--- config.mk ---
export PLATFORM = sky130hd
export DESIGN_NAME = interp_phase_ctrl
export DESIGN_NICKNAME = d
export VERILOG_FILES = /design/src/rtl/interp_phase_ctrl.sv
export SDC_FILE = /design/constraint.sdc
export NUM_CORES = 1
export LEC_CHECK = 0
export ABC_CLOCK_PERIOD_IN_PS = 5750
export BUFFER_PORTS_ARGS = -buffer_cell sky130_fd_sc_hd__buf_2
export CORE_AREA = 10 10 112 114
export CTS_BUF_LIST = sky130_fd_sc_hd__clkbuf_4
export DETAILED_ROUTE_END_ITERATION = 10
export DIE_AREA = 0 0 122 124
export GPL_ROUTABILITY_DRIVEN = 1
export PLACE_DENSITY = 0.74
export SLEW_MARGIN = 20
export SYNTH_ARGS = -nofsm -noshare
export SYNTH_HDL_FRONTEND = slang
export SYNTH_SLANG_ARGS = --single-unit
--- constraint.sdc ---
create_clock -name clk -period 5.75 [get_ports clk]
set_clock_uncertainty 0.05 [all_clocks]
set_input_delay 1.15 -clock clk [delete_from_list [all_inputs] [get_ports clk]]
set_output_delay 1.15 -clock clk [all_outputs]
set_load 0.02 [all_outputs]
--- src/rtl/interp_phase_ctrl.sv ---
// Symbol-timing controller: waits for the polyphase delay line to fill, then issues symbol strobes with branch/mu and slip/stuff pulses.
// Outputs are registered one cycle after the qualifying valid sample; there is no backpressure, so strobes are never stalled.
module interp_phase_ctrl #(
  parameter int OSF      = 20,
  parameter int TAPS_PPH = 5,
  parameter int FRAC_W   = 27
) (
  input  logic              clk,
  input  logic              reset_n,
  input  logic              en_i,
  input  logic              iq_raw_val_i,
  input  logic [31:0]       adj_i,
  input  logic              adj_val_i,
  output logic              sym_valid_o,
  output logic [4:0]        phase_int_o,
  output logic [FRAC_W-1:0] mu_o,
  output logic              slip_o,
  output logic              stuff_o,
  output logic              run_o
);

  localparam int DEPTH  = OSF * TAPS_PPH;
  localparam int TAU_W  = 5 + FRAC_W;
  localparam int SUM_W  = TAU_W + 2;
  localparam int CTR_W  = $clog2(OSF);
  localparam int FILL_W = $clog2(DEPTH + 1);
  localparam logic signed [31:0]      LIM  = 32'(longint'(OSF / 2) << FRAC_W);
  localparam logic signed [SUM_W-1:0] WRAP = SUM_W'(longint'(OSF) << FRAC_W);

  typedef enum logic [1:0] {IDLE, FILL, RUN} state_t;

  state_t              state, state_nxt;
  logic [FILL_W-1:0]   fill_cnt;
  logic [CTR_W-1:0]    ctr;
  logic [TAU_W-1:0]    tau;
  logic                skip_pend, stuff_pend;

  logic                run_act, ctr_last, strobe_norm, stuff_evt;
  logic                wrap_hi, wrap_lo, skip_nxt, stuff_nxt;
  logic signed [31:0]  adj_c;
  logic signed [SUM_W-1:0] tau_sum;
  logic [TAU_W-1:0]    tau_wrap;

  always_ff @(posedge clk) begin
    if (!reset_n) state <= IDLE;
    else          state <= state_nxt;
  end

  always_comb begin
    state_nxt = state;
    if (!en_i) begin
      state_nxt = IDLE;
    end else begin
      case (state)
        IDLE:    state_nxt = FILL;
        FILL:    if (iq_raw_val_i && fill_cnt == FILL_W'(DEPTH - 1)) state_nxt = RUN;
        RUN:     state_nxt = RUN;
        default: state_nxt = IDLE;
      endcase
    end
  end

  assign run_o       = (state == RUN);
  assign run_act     = (state == RUN) && en_i;
  assign ctr_last    = (ctr == CTR_W'(OSF - 1));
  assign strobe_norm = run_act && iq_raw_val_i && ctr_last;
  assign stuff_evt   = run_act && iq_raw_val_i && !ctr_last && stuff_pend;

  // Pending flags: consume first, then a wrap in the opposite direction cancels silently.
  always_comb begin
    adj_c = $signed(adj_i);
    if ($signed(adj_i) > LIM)       adj_c = LIM;
    else if ($signed(adj_i) < -LIM) adj_c = -LIM;

    tau_sum = $signed({2'b00, tau}) + $signed({{(SUM_W-32){adj_c[31]}}, adj_c});
    wrap_hi = (tau_sum >= WRAP);
    wrap_lo = tau_sum[SUM_W-1];

    tau_wrap = tau_sum[TAU_W-1:0];
    if (wrap_hi)      tau_wrap = TAU_W'(tau_sum - WRAP);
    else if (wrap_lo) tau_wrap = TAU_W'(tau_sum + WRAP);

    skip_nxt  = skip_pend && !strobe_norm;
    stuff_nxt = stuff_pend && !stuff_evt;
    if (adj_val_i && wrap_hi) begin
      skip_nxt  = !stuff_nxt;
      stuff_nxt = 1'b0;
    end else if (adj_val_i && wrap_lo) begin
      stuff_nxt = !skip_nxt;
      skip_nxt  = 1'b0;
    end
  end

  always_ff @(posedge clk) begin
    if (!reset_n) begin
      fill_cnt    <= '0;
      ctr         <= '0;
      tau         <= '0;
      skip_pend   <= 1'b0;
      stuff_pend  <= 1'b0;
      sym_valid_o <= 1'b0;
      slip_o      <= 1'b0;
      stuff_o     <= 1'b0;
      phase_int_o <= '0;
      mu_o        <= '0;
    end else begin
      sym_valid_o <= 1'b0;
      slip_o      <= 1'b0;
      stuff_o     <= 1'b0;

      if (state == FILL && en_i) begin
        if (iq_raw_val_i) fill_cnt <= fill_cnt + FILL_W'(1);
      end else begin
        fill_cnt <= '0;
      end

      if (!run_act) begin
        ctr        <= '0;
        tau        <= '0;
        skip_pend  <= 1'b0;
        stuff_pend <= 1'b0;
      end else begin
        if (iq_raw_val_i) ctr <= ctr_last ? '0 : ctr + CTR_W'(1);
        if (adj_val_i)    tau <= tau_wrap;
        skip_pend  <= skip_nxt;
        stuff_pend <= stuff_nxt;

        // Strobes sample the pre-adjust tau.
        if (strobe_norm && skip_pend) begin
          slip_o <= 1'b1;
        end else if (strobe_norm || stuff_evt) begin
          sym_valid_o <= 1'b1;
          stuff_o     <= stuff_evt;
          phase_int_o <= tau[TAU_W-1 -: 5];
          mu_o        <= tau[FRAC_W-1:0];
        end
      end
    end
  end

endmodule
==> reports/qor.yml <==
outcome:
  status: "complete, no violations"
synth:
  synth.avg_cell_area_um2: 7.94
  async_flop_share_pct: 0
  synth-seq-area-share_pct: 30.1
  synth_nets: 774
  synth_flop_cell: "dfxtp_1"
  ys_ff_latch: 83
  syn-instance-count: 695
  yosysWarnings: 0
  synth_edf_count: 0
  netlist_area_um2: 5520
  yosysUniqueCellTypes: 61
worst_hold_path:
  hold_end: "slip_o"
  min-delay-start: "skip_pend"
  min_path_cells: 2
  min_path_type: "register to register"
cells_and_area:
  stdcell_area_um2: 6160
  area_growth_pct: 11.6
  nets: 840
  nFillCells: 941
  drive_gt1_share_pct: 14.5
route:
  viasPerCell: 5.81
  drc: 0
  ant_nets: 0
  routedWlPerCell_um: 16.5
  wl_mm: 14.9
  drtIter0Drc: 499
  firstDrtPassIters: 6
  vias: 5249
place:
  gp_congestion: 1.01
  post_dp_cell_area_um2: 6020
  hpwl_mm: 11.7
  io_buffers: 72
cts:
  h-tree-depth: 3
  post_cts_resized: 0
  cts_buffers: 9
  cts_num_sinks: 83
  clock-root-buffer: "clkbuf_4"
  cts_tree: "done"
  clk_latency_ps: 470
  clkTransAtPathRegs_ps: 160
  cts_buffer_depth: 2
  cts_setup_buffers: 0
  holdBufCountCts: 0
setup_path:
  cp-start-kind: "input pin"
  cp.required_ps: 6080
  reg2reg_setup_slack_ps: 2350
  cp-end-kind: "register"
  worstSetupPathType: "input pin to register"
  r2r-end: "tau[31]"
  cp_max_fo: 10
  rr_startpoint: "tau[0]"
  reg2regPathDepth: 13
  arrival_ps: 5670
floorplanning:
  num_rows: 37
  die_w_um: 122
  die-area_um2: 15100
  die_h_um: 124
  io_pins: 73
  start_util_pct: 53.9
  coreArea_um2: 10200
grt:
  grt_pass1_wl_mm: 24.5
  grt_overflow: 0
  grt_pass1_vias: 5144
  grt_max_degree: 39
  antenna_found_initial: 1
  track_usage_pct: 19.6
sta:
  hold_ws_ps: 404
  rsz0062_at_grt: "no"
  clock.fmax_mhz: 187
  relSlewSlack_pct: 39.5
  maxSlewViolCount: 0
  fin_crit_ps: 5340
  finalCritPeriodShare_pct: 92.9
  hold_viol: 0
  worst_slew_pin_slew_ps: 905
  setup_viol: 0
power:
  power.density_nw_per_um2: 176
  pwr-share-comb_pct: 17.0
  switching_power_mw: 0.333
  peakVddDrop_mv: 0.103
  power_frac_clock_pct: 29.7
  internal_power_mw: 0.752
  switching_share_pct: 30.7
  seq_power_share_pct: 53.2
  power.leakage_nw: 2.59
flow_run:
  cap_violations: 0
[synth_stat cells, types with 2 or more instances]
| cell | instances | area share [%] |
|---|---|---|
| a21boi_0 | 36 | 4.9 |
| o211ai_1 | 6 | 0.82 |
| nor3_1 | 10 | 0.91 |
| a211oi_1 | 10 | 1.4 |
| and4_1 | 4 | 0.63 |
| buf_1 | 3 | 0.20 |
| or2_1 | 2 | 0.23 |
| or3_1 | 9 | 1.0 |
| xnor2_1 | 19 | 3.0 |
| o2111ai_1 | 4 | 0.63 |
| xor2_1 | 11 | 1.7 |
| nor2_1 | 66 | 4.5 |
| nor2b_1 | 4 | 0.45 |
| nand3b_1 | 2 | 0.27 |
| o21bai_1 | 4 | 0.54 |
| a21o_1 | 7 | 0.95 |
| and2_1 | 31 | 3.5 |
| dfxtp_1 | 83 | 30 |
| inv_1 | 17 | 1.2 |
| nand3_1 | 16 | 1.5 |
| a31oi_1 | 4 | 0.45 |
| mux2i_1 | 22 | 4.0 |
| o21ai_0 | 19 | 1.7 |
| nand2_1 | 115 | 7.8 |
| nor4b_1 | 2 | 0.32 |
| nor4_1 | 8 | 0.91 |
| ha_1 | 41 | 9.3 |
| o31a_1 | 3 | 0.48 |
| nand2b_1 | 2 | 0.23 |
| a211oi_2 | 3 | 0.68 |
| o21a_1 | 10 | 1.4 |
| o41a_1 | 2 | 0.41 |
| nor3b_1 | 2 | 0.27 |
| o31ai_1 | 4 | 0.54 |
| a21oi_1 | 42 | 3.8 |
| nand4_1 | 9 | 1.0 |
| clkbuf_1 | 24 | 1.6 |
| o22ai_1 | 3 | 0.34 |
| a311oi_1 | 2 | 0.32 |
| buf_6 | 2 | 0.41 |
| o32ai_1 | 2 | 0.32 |
| and3_1 | 11 | 1.2 |
[registers in the layout (all words and copies together) (netlist names)]
register     cells
stuff_pend       1
mu_o            27
fill_cnt         7
stuff_o          1
tau             32
ctr              5
slip_o           1
state            2
skip_pend        1
sym_valid_o      1
phase_int_o      5
[cells in the final DEF (no fill, tap or decap), types with 6 or more instances in the layout]
master | synthesis | layout
nand2_1 | 115 | 114
dfxtp_1 | 83 | 83
buf_2 | 0 | 72
nor2_1 | 66 | 66
a21oi_1 | 42 | 42
ha_1 | 41 | 41
a21boi_0 | 36 | 36
and2_1 | 31 | 31
mux2i_1 | 22 | 22
o21ai_0 | 19 | 19
xnor2_1 | 19 | 19
inv_1 | 17 | 17
nand3_1 | 16 | 16
xor2_1 | 11 | 11
and3_1 | 11 | 11
buf_4 | 0 | 11
nor3_1 | 10 | 10
a211oi_1 | 10 | 10
o21a_1 | 10 | 10
clkbuf_4 | 0 | 10
nand4_1 | 9 | 9
or3_1 | 9 | 9
a21o_1 | 7 | 7
nor4_1 | 8 | 7
o211ai_1 | 6 | 6
[how the worst max path moves through the flow]
stage | start | cells past startpoint | endpoint | slack [ps]
after floorplan | adj_i[8] | 20 | tau[31] | 210
final | adj_i[22] | 18 | tau[31] | 410
after global placement | adj_i[29] | 18 | tau[31] | 60
after detailed placement | adj_i[29] | 18 | tau[31] | -80
after CTS | adj_i[29] | 18 | tau[31] | 400
after global routing | adj_i[22] | 21 | tau[31] | 160
[layout make-up]
class                      count  area (um^2)  share of cell area, %
multi-input combinational    566         3680                   59.7
sequential                    83         1660                   27.0
timing repair buffer          84          458                   7.43
tap                          136          170                   2.76
clock buffer                  10         75.1                   1.22
inverter                      17         63.8                   1.04
clock inverter                 6         51.3                  0.833
antenna                        1         2.50                 0.0406
[layer usage]
metal | global-route usage, % | wire length, um | up-vias
li1 | - | - | 2618
met1 | 24.5 | 6850 | 2466
met2 | 32.9 | 6930 | 144
met3 | 3.85 | 813 | 21
met4 | 7.08 | 266 | 0
met5 | 0 | 0 | -
[cells by family (layout without fill, tap and decap cells)]
group | count (synthesis) | count (layout) | synth area share [%]
fa+ha+maj | 42 | 42 | 9.66
compound gates | 173 | 173 | 22.3
flops | 83 | 83 | 30.1
buf+inv | 46 | 117 | 3.40
simple gates | 299 | 299 | 25.8
mux | 22 | 22 | 3.99
other cells | 0 | 1 | 0
xor+xnor | 30 | 30 | 4.76
[stage by stage]
step	util [%]	setup TNS, ps	setup WS (ps)	std cells	power (mW)
after global placement	58.7	0	58.5	885	0.766
after floorplan	-	0	213	695	0.721
after CTS	60.1	0	403	902	1.09
final	60.2	0	406	903	1.09
after detailed placement	58.9	-92.7	-82.2	886	0.770
after global routing	60.2	0	158	903	1.14
[power by group through the flow]
stage,Sequential (mW),Combinational [mW],Clock (mW)
global route,0.578,0.204,0.354
detailed placement,0.590,0.180,0
floorplan,0.590,0.131,0
finish,0.578,0.185,0.323
CTS,0.578,0.181,0.331
global placement,0.590,0.175,0
[critical path, cell delays in order]
cell and delay [ps]:
buf_2 100, nor4_1 450, and4_1 330, nand4_1 100, o2111ai_1 190, nor2b_1 310, buf_4 220, and2_1 140
ha_1 300, and4_4 250, nor3b_1 150, or3_1 420, a211o_1 340, or2_0 270, ha_1 210, or3_1 380
o22a_1 200, a22o_1 170
Power figures use the tool's default switching activity.
